File: config.mk
export PLATFORM = sky130hd
export DESIGN_NAME = serial_mem_bridge
export DESIGN_NICKNAME = d
export VERILOG_FILES = /design/src/rtl/cpu_pkg.sv /design/src/rtl/serial_bus_pkg.sv /design/src/rtl/serial_word_mem.sv /design/src/rtl/serial_mem_bridge.sv
export SDC_FILE = /design/constraint.sdc
export NUM_CORES = 1
export LEC_CHECK = 0
export ABC_CLOCK_PERIOD_IN_PS = 7000
export CAP_MARGIN = 10
export CELL_PAD_IN_SITES_DETAIL_PLACEMENT = 0
export CELL_PAD_IN_SITES_GLOBAL_PLACEMENT = 1
export CORE_MARGIN = 1.5
export CORE_UTILIZATION = 55
export DETAILED_ROUTE_END_ITERATION = 8
export PLACE_DENSITY_LB_ADDON = 0.1
export SLEW_MARGIN = 20
export SYNTH_ARGS = -nofsm -noshare
export SYNTH_HDL_FRONTEND = slang
export SYNTH_SLANG_ARGS = --single-unit
export TNS_END_PERCENT = 1
File: constraint.sdc
create_clock -name clock -period 7 [get_ports clock]
set_clock_uncertainty 0.15 [all_clocks]
set_input_delay 1.05 -clock clock [delete_from_list [all_inputs] [get_ports clock]]
set_output_delay 1.05 -clock clock [all_outputs]
set_load 0.1 [all_outputs]
File: src/rtl/cpu_pkg.sv
// Instruction-format codes shared with the 16-bit serial CPU.
// The format lives in bits [3:0] of the first instruction word.
package cpu_pkg;

    localparam logic [3:0] R_TYPE = 4'h0;
    localparam logic [3:0] I_TYPE = 4'h1;
    localparam logic [3:0] M_TYPE = 4'h2;
    localparam logic [3:0] J_TYPE = 4'h3;

endpackage : cpu_pkg

File: src/rtl/serial_bus_pkg.sv
// Shared types for the memory side of the byte-serial CPU bus: bridge states,
// the instruction-format codes and the one-or-two-word fetch decision.
package serial_bus_pkg;

    typedef enum logic [2:0] {
        RESET,
        IDLE,
        ADDR_HI,
        RESP,
        WR_LO,
        WR_HI,
        HALT
    } bridge_state_t;

    localparam logic [3:0] R_TYPE = cpu_pkg::R_TYPE;
    localparam logic [3:0] I_TYPE = cpu_pkg::I_TYPE;
    localparam logic [3:0] M_TYPE = cpu_pkg::M_TYPE;
    localparam logic [3:0] J_TYPE = cpu_pkg::J_TYPE;

    // I- and M-type instructions carry a second word (immediate / address).
    function automatic logic is_two_word(input logic [3:0] fmt);
        return (fmt == I_TYPE) || (fmt == M_TYPE);
    endfunction

endpackage : serial_bus_pkg

File: src/rtl/serial_word_mem.sv
// Register-array word memory: asynchronous read, synchronous write.
// Two write requesters share the array; on the same word the primary wins,
// on different words both are written in the same cycle.
module serial_word_mem #(
    parameter int unsigned DEPTH = 16,
    parameter int unsigned AW    = $clog2(DEPTH)
) (
    input  logic          clk_i,
    input  logic [AW-1:0] raddr_i,
    output logic [15:0]   rdata_o,
    input  logic          pri_we_i,
    input  logic [AW-1:0] pri_addr_i,
    input  logic [15:0]   pri_data_i,
    input  logic          sec_we_i,
    input  logic [AW-1:0] sec_addr_i,
    input  logic [15:0]   sec_data_i
);

    logic [15:0] mem_q [DEPTH];

    // Per-word write with primary-over-secondary priority.
    always_ff @(posedge clk_i) begin
        for (int unsigned i = 0; i < DEPTH; i++) begin
            if (pri_we_i && (pri_addr_i == AW'(i))) begin
                mem_q[i] <= pri_data_i;
            end else if (sec_we_i && (sec_addr_i == AW'(i))) begin
                mem_q[i] <= sec_data_i;
            end
        end
    end

    assign rdata_o = mem_q[raddr_i];

endmodule : serial_word_mem

File: src/rtl/serial_mem_bridge.sv
// Memory-side bridge for the byte-serial CPU bus: decodes fetch/load/store
// requests, streams response bytes low-first, and hosts imem/dmem with a
// host preload port.
module serial_mem_bridge
    import serial_bus_pkg::*;
#(
    parameter int unsigned IMEM_DEPTH = 16,
    parameter int unsigned DMEM_DEPTH = 16
) (
    input  logic        clock,
    input  logic        reset_n,
    input  logic [7:0]  out_bus,
    input  logic        bus_pc,
    input  logic        bus_mar,
    input  logic        bus_mdr,
    input  logic        halt,
    output logic [7:0]  in_bus,
    output logic        data_ready,
    output logic        receive_ready,
    input  logic        load_en,
    input  logic        load_sel,
    input  logic [15:0] load_addr,
    input  logic [15:0] load_data,
    output logic        halted
);

    localparam int unsigned IAW = $clog2(IMEM_DEPTH);
    localparam int unsigned DAW = $clog2(DMEM_DEPTH);

    bridge_state_t state_q, state_d;
    logic [15:0]   addr_q, addr_d;
    logic [15:0]   data_q, data_d;
    logic [1:0]    cnt_q, cnt_d;
    logic          fetch_q, fetch_d;
    logic          two_word_q, two_word_d;
    logic [7:0]    in_bus_q, in_bus_d;
    logic          data_ready_q, data_ready_d;
    logic          receive_ready_q, receive_ready_d;
    logic          halted_q, halted_d;

    logic [15:0]   addr_cur;
    logic          imem_next;
    logic [15:0]   imem_rdata;
    logic [15:0]   dmem_rdata;
    logic          dmem_we;
    logic [15:0]   dmem_wdata;
    logic          unused_bits;

    // The high address byte is still on out_bus during ADDR_HI, so the first
    // response byte is read with the full address before it is registered.
    assign addr_cur    = (state_q == ADDR_HI) ? {out_bus, addr_q[7:0]} : addr_q;
    assign unused_bits = ^{addr_cur, data_q[7:0], load_addr};

    serial_word_mem #(
        .DEPTH (IMEM_DEPTH),
        .AW    (IAW)
    ) u_imem (
        .clk_i      (clock),
        .raddr_i    (addr_cur[IAW-1:0] + IAW'(imem_next)),
        .rdata_o    (imem_rdata),
        .pri_we_i   (1'b0),
        .pri_addr_i ('0),
        .pri_data_i ('0),
        .sec_we_i   (load_en && !load_sel),
        .sec_addr_i (load_addr[IAW-1:0]),
        .sec_data_i (load_data)
    );

    serial_word_mem #(
        .DEPTH (DMEM_DEPTH),
        .AW    (DAW)
    ) u_dmem (
        .clk_i      (clock),
        .raddr_i    (addr_cur[DAW-1:0]),
        .rdata_o    (dmem_rdata),
        .pri_we_i   (dmem_we),
        .pri_addr_i (addr_q[DAW-1:0]),
        .pri_data_i (dmem_wdata),
        .sec_we_i   (load_en && load_sel),
        .sec_addr_i (load_addr[DAW-1:0]),
        .sec_data_i (load_data)
    );

    // State, shift registers and registered bus outputs.
    always_ff @(posedge clock or negedge reset_n) begin
        if (!reset_n) begin
            state_q         <= RESET;
            addr_q          <= '0;
            data_q          <= '0;
            cnt_q           <= '0;
            fetch_q         <= 1'b0;
            two_word_q      <= 1'b0;
            in_bus_q        <= '0;
            data_ready_q    <= 1'b0;
            receive_ready_q <= 1'b0;
            halted_q        <= 1'b0;
        end else begin
            state_q         <= state_d;
            addr_q          <= addr_d;
            data_q          <= data_d;
            cnt_q           <= cnt_d;
            fetch_q         <= fetch_d;
            two_word_q      <= two_word_d;
            in_bus_q        <= in_bus_d;
            data_ready_q    <= data_ready_d;
            receive_ready_q <= receive_ready_d;
            halted_q        <= halted_d;
        end
    end

    // Request decode, response byte sequencing and store commit.
    always_comb begin
        state_d         = state_q;
        addr_d          = addr_q;
        data_d          = data_q;
        cnt_d           = cnt_q;
        fetch_d         = fetch_q;
        two_word_d      = two_word_q;
        in_bus_d        = in_bus_q;
        data_ready_d    = 1'b0;
        receive_ready_d = receive_ready_q;
        halted_d        = halted_q;
        imem_next       = 1'b0;
        dmem_we         = 1'b0;
        dmem_wdata      = {out_bus, data_q[15:8]};

        case (state_q)
            RESET: begin
                state_d         = IDLE;
                receive_ready_d = 1'b1;
            end
            IDLE: begin
                if (bus_pc || bus_mar) begin
                    addr_d[7:0] = out_bus;
                    fetch_d     = bus_pc;
                    state_d     = ADDR_HI;
                end else if (halt) begin
                    state_d         = HALT;
                    receive_ready_d = 1'b0;
                    halted_d        = 1'b1;
                end
            end
            ADDR_HI: begin
                addr_d[15:8] = out_bus;
                cnt_d        = '0;
                if (fetch_q || !bus_mdr) begin
                    in_bus_d        = fetch_q ? imem_rdata[7:0] : dmem_rdata[7:0];
                    two_word_d      = fetch_q && is_two_word(imem_rdata[3:0]);
                    data_ready_d    = 1'b1;
                    receive_ready_d = 1'b0;
                    state_d         = RESP;
                end else begin
                    state_d = WR_LO;
                end
            end
            RESP: begin
                // cnt_q is the byte currently on in_bus; bytes 2/3 come from word a+1.
                imem_next = (cnt_q != 2'd0);
                case (cnt_q)
                    2'd0: begin
                        in_bus_d     = fetch_q ? imem_rdata[15:8] : dmem_rdata[15:8];
                        data_ready_d = 1'b1;
                        cnt_d        = 2'd1;
                    end
                    2'd1: begin
                        if (two_word_q) begin
                            in_bus_d     = imem_rdata[7:0];
                            data_ready_d = 1'b1;
                            cnt_d        = 2'd2;
                        end else begin
                            receive_ready_d = 1'b1;
                            state_d         = IDLE;
                        end
                    end
                    2'd2: begin
                        in_bus_d     = imem_rdata[15:8];
                        data_ready_d = 1'b1;
                        cnt_d        = 2'd3;
                    end
                    2'd3: begin
                        receive_ready_d = 1'b1;
                        state_d         = IDLE;
                    end
                endcase
            end
            WR_LO: begin
                data_d  = {out_bus, data_q[15:8]};
                state_d = WR_HI;
            end
            WR_HI: begin
                data_d  = {out_bus, data_q[15:8]};
                dmem_we = 1'b1;
                state_d = IDLE;
            end
            HALT: begin
                receive_ready_d = 1'b0;
            end
            default: begin
                state_d = IDLE;
            end
        endcase
    end

    assign in_bus        = in_bus_q;
    assign data_ready    = data_ready_q;
    assign receive_ready = receive_ready_q;
    assign halted        = halted_q;

endmodule : serial_mem_bridge

After elaboration in Yosys (flattened, before gate mapping)

Memories as Yosys holds them, arrays and structs flattened.
Cells that the tools add are included.
W data, S select, Z words.

Bitwise gates (word level): 18
Reductions and logical operators: 87
Multiplexer cells: 200
Equality and inequality tests: 49
$add $sub $neg: 1

Operator list:

| cell                 | count |
|---|---|
| $mux W16             | 31 |
| $reduce_or A16 Y1    | 15 |
| $mux W1              | 135 |
| $eq A4 B4 Y1 const B | 16 |
| $mux W4              | 15 |
| $logic_and A1 B1 Y1  | 51 |
| $eq A4 B3 Y1 const B | 8 |
| $mux W8              | 4 |
| $pmux W8 S3          | 1 |
| $eq A4 B2 Y1 const B | 5 |
| $or A1 B1 Y1         | 16 |
| $pmux W8 S2          | 1 |
| $pmux W3 S5          | 1 |
| $eq A4 B1 Y1 const B | 3 |
| $mux W3              | 4 |
| $eq A3 B3 Y1 const B | 3 |
| $ne A3 B3 Y1 const B | 3 |
| $logic_not A4 Y1     | 2 |
| $reduce_and A4 Y1    | 2 |
| $eq A3 B2 Y1 const B | 2 |
| $pmux W1 S2          | 3 |
| $pmux W2 S3          | 1 |
| $pmux W3 S2          | 1 |
| $reduce_and A3 Y1    | 2 |
| other kinds (21)     | 30 |

Memories kept: 2
RAM bits: 512
Word-level logic and storage cells: 367
Input bits: 48
Flip-flop bits (word level): 42

Memories:

| memory       | depth | width | rd ports | clocked after Yosys merged registers in | write ports | line                  | RTL |
|---|---|---|---|---|---|---|---|
| u_dmem.mem_q | 16    | 16    | 1        | 0                                       | 16          | serial_word_mem.sv:19 | `logic [15:0] mem_q [DEPTH];` |
| u_imem.mem_q | 16    | 16    | 1        | 0                                       | 1           | serial_word_mem.sv:19 |  |

Longest topological paths before layout

Depth after elaboration: 21
Gate-level depth with buffers: 16

By module

From an unflattened synthesis, not the netlist that was laid out.

Cell total of the unflattened synthesis: 1718
Area, all modules: 28310.9 um^2

By module, submodules not included:

| module                    | cells each | instances | area each (um^2) |
|---|---|---|---|
| serial_word_mem at u_imem | 774        | 1         | 13226.4 |
| serial_word_mem at u_dmem | 773        | 1         | 13200.2 |
| serial_mem_bridge         | 171        | 1         | 1884.3 |

Least setup slack after synthesis

Ideal clock, no wire load.

Path kind: input -> register
From: in load_addr[2]
To: mem u_dmem.mem_q[0][0] (enable)
Arrival: 3053 ps
Path slack: 3381 ps
Stages on the path: 4
Cells stage by stage: buf_2 or3_1 clkbuf_1 o32ai_1

RTL lines:

| item        | line                    | RTL |
|---|---|---|
| from (decl) | serial_mem_bridge.sv:22 | `input logic [15:0] load_addr,` |
| to (decl)   | serial_word_mem.sv:19   |  |

Worst setup path in the final report

From: reg state_q[1]
To: reg two_word_q

Longest elaborated chain between the ends: 7

Ends and longest elaborated chain:

| item                                                | line                     | RTL |
|---|---|---|
| from (decl)                                         | serial_mem_bridge.sv:30  | `bridge_state_t state_q, state_d;` |
| from (signal assigned)                              | serial_mem_bridge.sv:98  | `state_q <= state_d;` |
| $eq A3 B2 Y1                                        | serial_mem_bridge.sv:127 | `case (state_q)` |
| $mux W1                                             | serial_mem_bridge.sv:127 |  |
| $add A4 B1 Y4                                       | serial_mem_bridge.sv:59  | `.raddr_i (addr_cur[IAW-1:0] + IAW'(imem_next)),` |
| $mem_v2 Z16 W16                                     | --                       |  |
| $eq A4 B1 Y1 / $eq A4 B2 Y1 (equally long branches) | serial_bus_pkg.sv:22     | `return (fmt == I_TYPE) \|\| (fmt == M_TYPE);` |
| $logic_or A1 B1 Y1                                  | serial_bus_pkg.sv:22     |  |
| $logic_and A1 B1 Y1                                 | serial_mem_bridge.sv:148 | `two_word_d = fetch_q && is_two_word(imem_rdata[3:0]);` |
| to (signal assigned)                                | serial_mem_bridge.sv:103 | `two_word_q <= two_word_d;` |
| to (decl)                                           | serial_mem_bridge.sv:35  | `logic two_word_q, two_word_d;` |

Parallel ways exist; a longest one is shown, timed or not.
A chain may end at the register's enable or synchronous reset.

==> key figures <==
Timing
  • Final Slew Violations: 0
  • Final setup vio count: 0
  • Hold Violations, Final: 0
  • Slew @ Worst Pin: 1180 ps
  • Setup TNS: 0 ps
  • RSZ-0062 raised after global routing: no
  • Slew HR: 21.1%
  • Min Tclk post-route: 4590 ps
  • Crit share post-route: 65.5%
  • F_max: 218 MHz

Clocking
  • H-tree levels: 2
  • Worst-skew pair later-pin latency: 610 ps
  • Clock sinks: 542
  • Number of setup buffers added after CTS: 0
  • Root buf cell: clkbuf_16
  • CTS tree: yes
  • # hold bufs at CTS: 0
  • Num CTS Buffers: 55
  • Clk slew on worst S/H paths: 60 ps
  • Quantity of gates resized following cts: 0
  • Clock Path Buffers: 3

Setup path
  • WP data arrival: 4980 ps
  • Critical Path Start: state_q[1]$_DFFE_PN0P_
  • R2R depth: 12
  • Critical Path RT: 7390 ps
  • R2r setup slk: 2410 ps
  • Worst r2r src: state_q[1]$_DFFE_PN0P_
  • Setup crit start kind: flop
  • Critical path class: reg -> reg
  • Worst setup EP type: flop
  • Reg-to-reg endpoint: two_word_q$_DFFE_PN0P_
  • Critical-path maximum fanout: 46

Floorplanning
  • Die Height: 217 um
  • Placeable Area: 0.0454 mm2
  • Die ar.: 0.0473 mm2
  • Die width: 217 um
  • IO Pins: 59
  • FP Rows: 78
  • Initial Util: 55.7%

Power and ir drop
  • Internal power: 7.27 mW
  • Reg power frac: 36.9%
  • PD cells: 404 mW/mm2
  • Switching share of total power: 36.2%
  • Maximum vdd drop: 0.000539 V
  • Leak: 9.30 nW
  • Logic gate share of total power: 37.6%
  • NetSw: 4.12 mW
  • Overall Power: 11.4 mW
  • Power share of the clock group: 25.6%

Worst hold path
  • Hold Path Sink: halted$_DFFE_PN0P_
  • Worst hold path class: reg -> reg
  • Worst hold start: halted$_DFFE_PN0P_
  • Hold Crit Depth: 1

Synth
  • Ys async rst share: 5.54%
  • Synth Flop Type: edfxtp_1
  • Largest area contributor in the synthesized netlist: edfxtp_1
  • YS warnings: 0
  • Synth top area cells: edfxtp_1 61%, mux2_2 12%, mux4_2 6.8%
  • Sequential fraction of the synthesis area: 63.8%
  • EDFF count, synth: 512
  • Post-Syn Nets: 1600
  • Syn Area/Cell: 16.4 um2
  • Commonest cells post-synth: 512 x edfxtp_1, 277 x mux2_2, 126 x mux2i_1, 83 x nand3_1, 76 x mux4_2
  • Post-synth cell types: 67
  • Synthesis-stage register bit count: 542
  • Mapped cell area: 0.0253 mm2
  • Cell with the most instances after synthesis: edfxtp_1
  • Post-synth top area share: 60.8%
  • Post-synthesis cell count: 1546

Routing
  • Number of vias per cell: 6.46
  • Final wirelength: 64.8 mm
  • DRT antenna net count: 0
  • Starting DRT DRC Count: 1275
  • Residual DRC: 0
  • Via count: 14300
  • Wirelength per Cell: 29.2 um
  • First-pass DRT Iterations: 5

Cells and area
  • Ant. Diodes: 0
  • Fillers: 3360
  • Area Growth Syn to Fin: 11.6%
  • Utilization after layout: 62.2%
  • Footprint of the multi-input gates: 0.00876 mm2
  • Final Cell Area: 0.0282 mm2
  • Reg area: 0.0161 mm2
  • Layout cells sized above 1: 33.6%
  • Layout Nets: 1624

Placement
  • GPL Wtd Cong: 0.883
  • Post-DP HPWL: 38.5 mm
  • # port buffers: 46
  • Post-DP Area: 0.0264 mm2

Global routing
  • Vias in the first global route: 14200
  • Global-route wire length before repair: 95.4 mm
  • GR Overflow Total: 0
  • Initial antenna violation count: 1
  • Largest net degree at the start of global routing: 47
  • Total track usage: 28.1%

Job
  • Max cap viols: 0

Outcome
  • Status: finished clean
[routing by layer]
metal | GRT usage (%) | part of all wire (%) | vias to the layer above
met2 | 47.1 | 50 | 467
met4 | 9.05 | 2.8 | 2
met3 | 3.28 | 4.9 | 104
met5 | 0 | 0.020 | -
met1 | 38.5 | 42 | 7502
li1 | - | - | 6240
[final cells by class]
cell class	count	share of cell area [%]
multi-input cells	875	31.1
flip-flops and latches	542	57.2
inverters	8	0.106
clock inverters	28	0.949
clock buffers	74	5.31
well taps	600	2.66
repair buffers	88	2.73
[cells in the final DEF (no fill, tap or decap), types with 5 or more instances in the layout]
cell type and count:
nand2b_1 6, dfrtp_1 28, bufinv_16 5, o21ai_2 11
a22oi_1 10, nand4_1 19, clkdlybuf4s50_1 45, nor2_1 43
nand2_1 27, clkinv_2 7, nor2_2 10, clkbuf_16 55
nor3_2 5, o22ai_2 5, a21oi_1 17, nor2b_1 6
clkbuf_1 14, inv_1 5, mux2i_1 126, o221ai_1 9
nand3_1 83, clkinv_1 11, or3_1 6, o21ai_0 20
nor3_1 8, o22ai_1 16, edfxtp_1 512, a31oi_1 14
o22ai_4 7, buf_4 42, mux2_2 277, clkbuf_8 5
mux4_2 76
[cells by family after synthesis]
family	Yosys count	synth area share, %
flip-flops	542	63.8
XOR/XNOR	6	0.267
adder cells (fa/ha/maj)	6	0.297
AO/OA/AOI/OAI	146	4.00
buffers and inverters	129	2.66
AND/OR/NAND/NOR	235	4.78
multiplexers	482	24.2
[state kept, by name, summed over array words and instances, names as in the netlist, 2 cells and up]
register      flops
state_q           3
u_imem.mem_q    256
in_bus            8
u_dmem.mem_q    256
data_q            8
addr_q            4
cnt_q             2
[how the worst max path moves through the flow]
stage	end	slack, ps	depth (start not counted)
global placement	two_word_q$_DFFE_PN0P_	2440	12
detailed placement	two_word_q$_DFFE_PN0P_	2430	12
CTS	two_word_q$_DFFE_PN0P_	2410	12
floorplan	u_dmem.mem_q[0][0]$_DFFE_PP_	3380	4
finish	two_word_q$_DFFE_PN0P_	2410	12
global route	two_word_q$_DFFE_PN0P_	2070	12
[power by group through the flow]
| stage | Combinational, mW | Sequential, mW | Clock, mW |
|---|---|---|---|
| 2_1_floorplan | 3.09 | 4.18 | 0 |
| 3_3_place_gp | 4.23 | 4.26 | 0 |
| 3_5_place_dp | 4.26 | 4.27 | 0 |
| 4_1_cts | 4.27 | 4.20 | 2.95 |
| 5_1_grt | 4.55 | 4.23 | 3.07 |
| 6_report | 4.28 | 4.20 | 2.91 |
[stage by stage]
step	std cells	setup slack, ps	hold slack [ps]
floorplan	1546	3380	360
global placement	2113	2440	308
detailed placement	2113	2430	311
CTS	2215	2410	325
global route	2215	2070	350
finish	2215	2410	322
[critical path, cell delays in order, from the launching register on]
cell and delay (ps):
dfrtp_1 530, nor2b_1 350, nand2_1 330, nor2_1 190
ha_2 230, ha_4 510, buf_4 760, mux4_2 420
mux2i_1 230, mux2_2 220, nand2_1 80, a2111oi_2 260
a32o_1 210
(Power assumes the default switching activity.)
